File: src/rtl/sm_mul_seq_if.sv
// Start/busy/done handshake and result bundle for the sign-magnitude multiplier.
interface sm_mul_seq_if #(
  parameter int W = 3
);
  localparam int M = W - 1;

  logic           start;
  logic [W-1:0]   a;
  logic [W-1:0]   b;
  logic           busy;
  logic           done;
  logic [2*M:0]   result;
  logic           zero_flag;
  logic           negative_flag;

  modport master (
    output start, a, b,
    input  busy, done, result, zero_flag, negative_flag
  );

  modport slave (
    input  start, a, b,
    output busy, done, result, zero_flag, negative_flag
  );
endinterface

File: src/rtl/sm_mul_seq.sv
// Sequential sign-magnitude multiplier: one shift-add step per clock over the
// W-1 magnitude bits, then one cycle to publish a canonical (no -0) result.
module sm_mul_seq #(
  parameter int W = 3
) (
  input  logic        clk,
  input  logic        rst_n,
  sm_mul_seq_if.slave bus
);
  localparam int M  = W - 1;
  localparam int CW = $clog2(M + 1);

  typedef enum logic [1:0] {IDLE, RUN, DONE} state_t;

  state_t          state;
  logic [2*M-1:0]  mcand;
  logic [2*M-1:0]  acc;
  logic [M-1:0]    mplr;
  logic [CW-1:0]   cnt;
  logic            sgn;

  logic [2*M-1:0]  acc_step;
  logic            res_sgn;

  // Partial product for the current multiplier bit; sign suppressed on zero magnitude
  always_comb begin
    acc_step = mplr[0] ? acc + (mcand << cnt) : acc;
    res_sgn  = sgn && (|acc);
  end

  // Control FSM and datapath; all outputs are registered here
  always_ff @(posedge clk or negedge rst_n) begin
    if (!rst_n) begin
      state             <= IDLE;
      mcand             <= '0;
      acc               <= '0;
      mplr              <= '0;
      cnt               <= '0;
      sgn               <= 1'b0;
      bus.busy          <= 1'b0;
      bus.done          <= 1'b0;
      bus.result        <= '0;
      bus.zero_flag     <= 1'b1;
      bus.negative_flag <= 1'b0;
    end else begin
      bus.done <= 1'b0;
      case (state)
        IDLE, DONE: begin
          // DONE accepts a new start too, giving back-to-back operation
          if (bus.start) begin
            mcand    <= {{M{1'b0}}, bus.a[M-1:0]};
            mplr     <= bus.b[M-1:0];
            sgn      <= bus.a[W-1] ^ bus.b[W-1];
            acc      <= '0;
            cnt      <= '0;
            bus.busy <= 1'b1;
            state    <= RUN;
          end else begin
            state    <= IDLE;
          end
        end
        RUN: begin
          // All M steps are always taken; the extra edge publishes the result
          if (cnt == CW'(M)) begin
            bus.result        <= {res_sgn, acc};
            bus.zero_flag     <= (acc == '0);
            bus.negative_flag <= res_sgn;
            bus.busy          <= 1'b0;
            bus.done          <= 1'b1;
            state             <= DONE;
          end else begin
            acc  <= acc_step;
            mplr <= mplr >> 1;
            cnt  <= cnt + 1'b1;
          end
        end
        default: state <= IDLE;
      endcase
    end
  end
endmodule

File: src/flat_wrapper.sv
// flat-port wrapper written by rule: the top's interface ports become plain ports
module sm_mul_seq_flat 
#(
  parameter int W = 3
)
  (clk, rst_n, bus_start, bus_a, bus_b, bus_busy, bus_done, bus_result, bus_zero_flag, bus_negative_flag);
  sm_mul_seq_if #(.W(W)) bus_i ();
  input  logic clk;
  input  logic rst_n;
  input wire logic [$bits(bus_i.start)-1:0] bus_start;
  input wire logic [$bits(bus_i.a)-1:0] bus_a;
  input wire logic [$bits(bus_i.b)-1:0] bus_b;
  output wire logic [$bits(bus_i.busy)-1:0] bus_busy;
  output wire logic [$bits(bus_i.done)-1:0] bus_done;
  output wire logic [$bits(bus_i.result)-1:0] bus_result;
  output wire logic [$bits(bus_i.zero_flag)-1:0] bus_zero_flag;
  output wire logic [$bits(bus_i.negative_flag)-1:0] bus_negative_flag;
  assign bus_i.start = bus_start;
  assign bus_i.a = bus_a;
  assign bus_i.b = bus_b;
  assign bus_busy = bus_i.busy;
  assign bus_done = bus_i.done;
  assign bus_result = bus_i.result;
  assign bus_zero_flag = bus_i.zero_flag;
  assign bus_negative_flag = bus_i.negative_flag;
  sm_mul_seq #(.W(W)) u_core (.clk(clk), .rst_n(rst_n), .bus(bus_i));
endmodule
File: config.mk
export PLATFORM = sky130hd
export DESIGN_NAME = sm_mul_seq_flat
export DESIGN_NICKNAME = d
export VERILOG_FILES = /design/src/rtl/sm_mul_seq_if.sv /design/src/rtl/sm_mul_seq.sv /design/src/flat_wrapper.sv
export SDC_FILE = /design/constraint.sdc
export NUM_CORES = 1
export LEC_CHECK = 0
export ABC_AREA = 1
export CORE_MARGIN = 4
export CORE_UTILIZATION = 51
export DETAILED_ROUTE_END_ITERATION = 6
export PLACE_DENSITY = 0.82
export REMOVE_ABC_BUFFERS = 1
export SKIP_CTS_REPAIR_TIMING = 1
export SLEW_MARGIN = 20
export SYNTH_ARGS = -nofsm -noshare
export SYNTH_HDL_FRONTEND = slang
export SYNTH_SLANG_ARGS = --single-unit
export TNS_END_PERCENT = 1
File: constraint.sdc
create_clock -name clk -period 5 [get_ports clk]
set_input_delay 0.75 -clock clk [delete_from_list [all_inputs] [get_ports clk]]
set_output_delay 0.75 -clock clk [all_outputs]
set_load 0.02 [all_outputs]
# After elaboration in Yosys (flattened, before gate mapping)
# Cells that the tools add are included.
# word_totals
reg_bits	22
inputBits	9
output_inout_bits	9
wordCells	51
# op_classes
addsub	2
n_eq_ne	7
n_shift	1
muxes	18
bitwise_logic	1
reduce_logical	11
# op_table
operator	n
$mux 4	3
$pmux 2 s2	3
$mux 2	5
$pmux 4 s2	1
$reduce_and 3->1	2
$mux 1	5
$add 4x4->4	1
$eq 2x2->1 const B	2
$logic_not 4->1	1
$ne 2x1->1 const B	2
$ne 2x2->1 const B	2
$reduce_and 2->1	2
$reduce_and 4->1	1
$reduce_or 4->1	1
$shl 2x2->4	1
$add 2x1->2 const B	1
$eq 2x1->1 const B	1
$logic_not 2->1	1
$pmux 1 s2	1
$reduce_bool 2->1	1
$reduce_or 2->1	1
$logic_and 1x1->1	1
$xor 1x1->1	1

# Longest topological paths before layout
# depth
ltp_word	5
mapped_depth	12
depth_no_buf	12

# Worst setup path after synthesis
# Ideal clock, no wire load.
# synth_path
path_kind	register to register
start	register u_core.cnt[0]
end	register u_core.acc[3]
setup_ps	117
t_arrival_ps	1524
t_required_ps	4883
setup_slack_ps	3359
path_stages_with_launch	12
n_path_buf	1
synth_period_minus_slack_ps	1641
cell_sequence	dfrtp_1 > clkbuf_2 > inv_1 > nand2_1 > a21oi_1 > ha_1 > nand2_1 > inv_1 > a21oi_1 > nand3_1 > nand3_1 > nand2_1
# synth_between
elab_chain_len	5
word_cells_on_any_way	8
# synth_rtl
element	line_no	text
start, declared	sm_mul_seq.sv:19	logic [CW-1:0] cnt;
start signal, assigned	sm_mul_seq.sv:74	cnt <= cnt + 1'b1;
$shl 2x2->4	sm_mul_seq.sv:27	acc_step = mplr[0] ? acc + (mcand << cnt) : acc;
$add 4x4->4	sm_mul_seq.sv:27	
$mux 4	sm_mul_seq.sv:27	
$mux 4	sm_mul_seq.sv:64	if (cnt == CW'(M)) begin
$pmux 4 s2	sm_mul_seq.sv:47	case (state)
end signal, assigned	sm_mul_seq.sv:72	acc <= acc_step;
end, declared	sm_mul_seq.sv:17	logic [2*M-1:0] acc;
# Parallel ways exist; a longest one is shown, timed or not. The select of a mux whose other input is x is not followed.
# A chain may end at the register's enable or synchronous reset.

# Final worst setup path
# layout_path
start	register u_core.bus.zero_flag
end	output port bus_zero_flag
# layout_rtl
element	line_no	text
start, declared	sm_mul_seq_if.sv:23	output busy, done, result, zero_flag, negative_flag
start signal, assigned	sm_mul_seq.sv:66	bus.zero_flag <= (acc == '0);
end, declared	flat_wrapper.sv:16	output wire logic [$bits(bus_i.zero_flag)-1:0] bus_zero_flag;
# No word-level cell between the ends.

==> metrics.txt <==
Synth cell types 25; GRT met1 Usage 17.62%; Fmax achieved 456.8 MHz; Setup Crit Path Kind reg -> out; final hold vios 0; max-slew violations 0; cell area after placement 1227 µm²; CP max FO 2; Leakage 0.6161 nW; grt met3 use 3.944%; GRT met2 Usage 30.41%; TritonCTS Buffers 3; Worst Setup EP bus_zero_flag; sequential fraction of the synthesis area 50.30%; synthesized instance count 116; Avg Cell Area, Syn 9.028 µm²; GRT overflow 0; largest net degree at the start of global routing 22; worst reg-to-reg setup slack 3180 ps; minimum clock period 2189 ps; Max VDD drop 0.3173 mV; WP data arrival 1440 ps; fin area 1254 µm²; Util after Layout 63.90%; Critical path origin u_core.bus.zero_flag; vias in the first global route 836; non-filler instance count after layout 161; Detail Placement HPWL 1.501 mm; Vias 805; clock latency on the worst-skew pair 310 ps; PortBufs 17; period utilisation layout 43.79%; final worst slack 2811 ps; worst min-delay path category reg -> reg; FF-to-FF path depth 10; Worst-path clk slew 110 ps; core area 1962 µm²; die height 53.32 µm; total power 0.7783 mW; row count 16; Crit path depth 1; drt wl/cell 11.61 µm; drt pass-1 iters 3; TritonCTS clock tree done; smallest hold slack 482.3 ps; Synth warnings 0; Final GP Congestion 0.7936; Slew HR 40.35%; Critical Path Sink Type output port; IO Pins 18; final setup vio count 0; FF-to-FF Start u_core.cnt[0]; Max-Cap Viols 0; critical path's top delay family buffers and inverters; GRT busiest layer met2; Placement Setup Slack 3083 ps; #FFs+latches synth 21; die area 2842 µm²; CP Buf/Inv Count 1; share of cells above drive strength 1 13.43%; ant diodes 0; Residual DRC 0; antenna violations before repair 0; H-tree levels 1; worst slew pin tran 891.9 ps; clk_skew 6.319 ps; initial core utilization 53.38%; Clock Tree Root clkbuf_4; status complete, no violations; die width 53.32 µm; initial drt markers 6; crit-path cells clkdlybuf4s50_1; gr usage total 16.86%; crit start category flip-flop; Total Routed Length 1.869 mm; first-pass GRT wire length 3.401 mm; Worst R2R End u_core.acc[3]; pwr/cell area 620.8 nW/µm²; ANT nets after route 0; RSZ-0062 raised after global routing no; P&R area growth vs syn 19.71%; Vias per Instance 5.000; CTS Buffer Depth 2; Max stage delay on crit path 600 ps; synthesized area 1047 µm²; setup TNS 0 ps; Worst Min Path Start u_core.bus.zero_flag; WP data required 4250 ps; critical path's slowest cell clkdlybuf4s50_1; nets 149; Clock Sinks 21; placed cells 157
worst register-to-register path, delay by kind of cell (launching register included):
family,cells,cell delay [ps]
AOI/OAI and AO/OA,2,400
adders and majority gates,1,280
buffers and inverters,2,190
DFF,1,470
and+or+nand+nor,5,400
cells in the final DEF (no fill, tap or decap), types with 2 or more instances in the layout:
master            n
o21ai_2           4
nand2_1          26
ha_1              4
clkbuf_4          3
nor2_1            3
o22ai_1           2
nor2_4            2
nand2_2           2
inv_2             4
a21oi_1           4
inv_1            15
dfrtp_1          20
clkdlybuf4s50_1  17
o21ai_0           8
nand3_1           9
xnor2_1           2
power breakdown:
part	internal (mW)	switching, mW
Clock	0.0312	0.0501
Combinational	0.163	0.250
Sequential	0.240	0.0446
worst min path at each step:
stage / cells past startpoint / slack (ps) / endpoint
2_1_floorplan: 0 / 450 / u_core.acc[0]
5_1_grt: 2 / 520 / u_core.bus.zero_flag
4_1_cts: 2 / 490 / u_core.bus.zero_flag
3_3_place_gp: 2 / 460 / u_core.bus.zero_flag
3_5_place_dp: 2 / 470 / u_core.bus.result[1]
6_report: 2 / 480 / u_core.bus.zero_flag
registers in the layout (all words and copies together) (netlist names):
signal                    count
u_core.state                  2
u_core.bus.zero_flag          1
u_core.bus.negative_flag      1
u_core.cnt                    2
u_core.sgn                    1
u_core.acc                    4
u_core.bus.busy               1
u_core.bus.done               1
u_core.bus.result             4
u_core.mcand                  2
u_core.mplr                   2
logic make-up after synthesis:
family	after synthesis	share of synthesized area, %
compound gates	20	11.47
xor+xnor	2	1.673
simple gates	46	20.79
fa+ha+maj	5	6.691
buf+inv	22	9.079
flops	21	50.30
area by class of cell:
class	instances	area, µm²
Clock buffer	4	26.28
Fill cell	185	708.2
Timing Repair Buffer	17	170.2
Multi-Input combinational cell	73	425.4
Sequential cell	21	526.8
Tap cell	27	33.78
Inverter	19	71.32
metal layers:
metal	up-vias	wire length, µm
met5	-	0
met4	0	45
met3	5	97
met1	377	813
met2	19	913
li1	404	-
synthesized netlist by cell type (all sizes together):
cell type	number	area, µm²
nand2	29	121.4
dfrtp	20	500.5
inv	19	71.31
o21ai	13	80.07
nand3	9	45.04
nor2	6	40.04
a21oi	4	20.02
ha	4	50.05
buf	2	18.77
o22ai	2	12.51
xnor2	2	17.52
clkbuf	1	5.000
dfstp	1	26.28
fa	1	20.02
nand4	1	6.260
nor3	1	5.000
o211ai	1	7.510
Note: power is estimated with default switching activity, not from simulation.
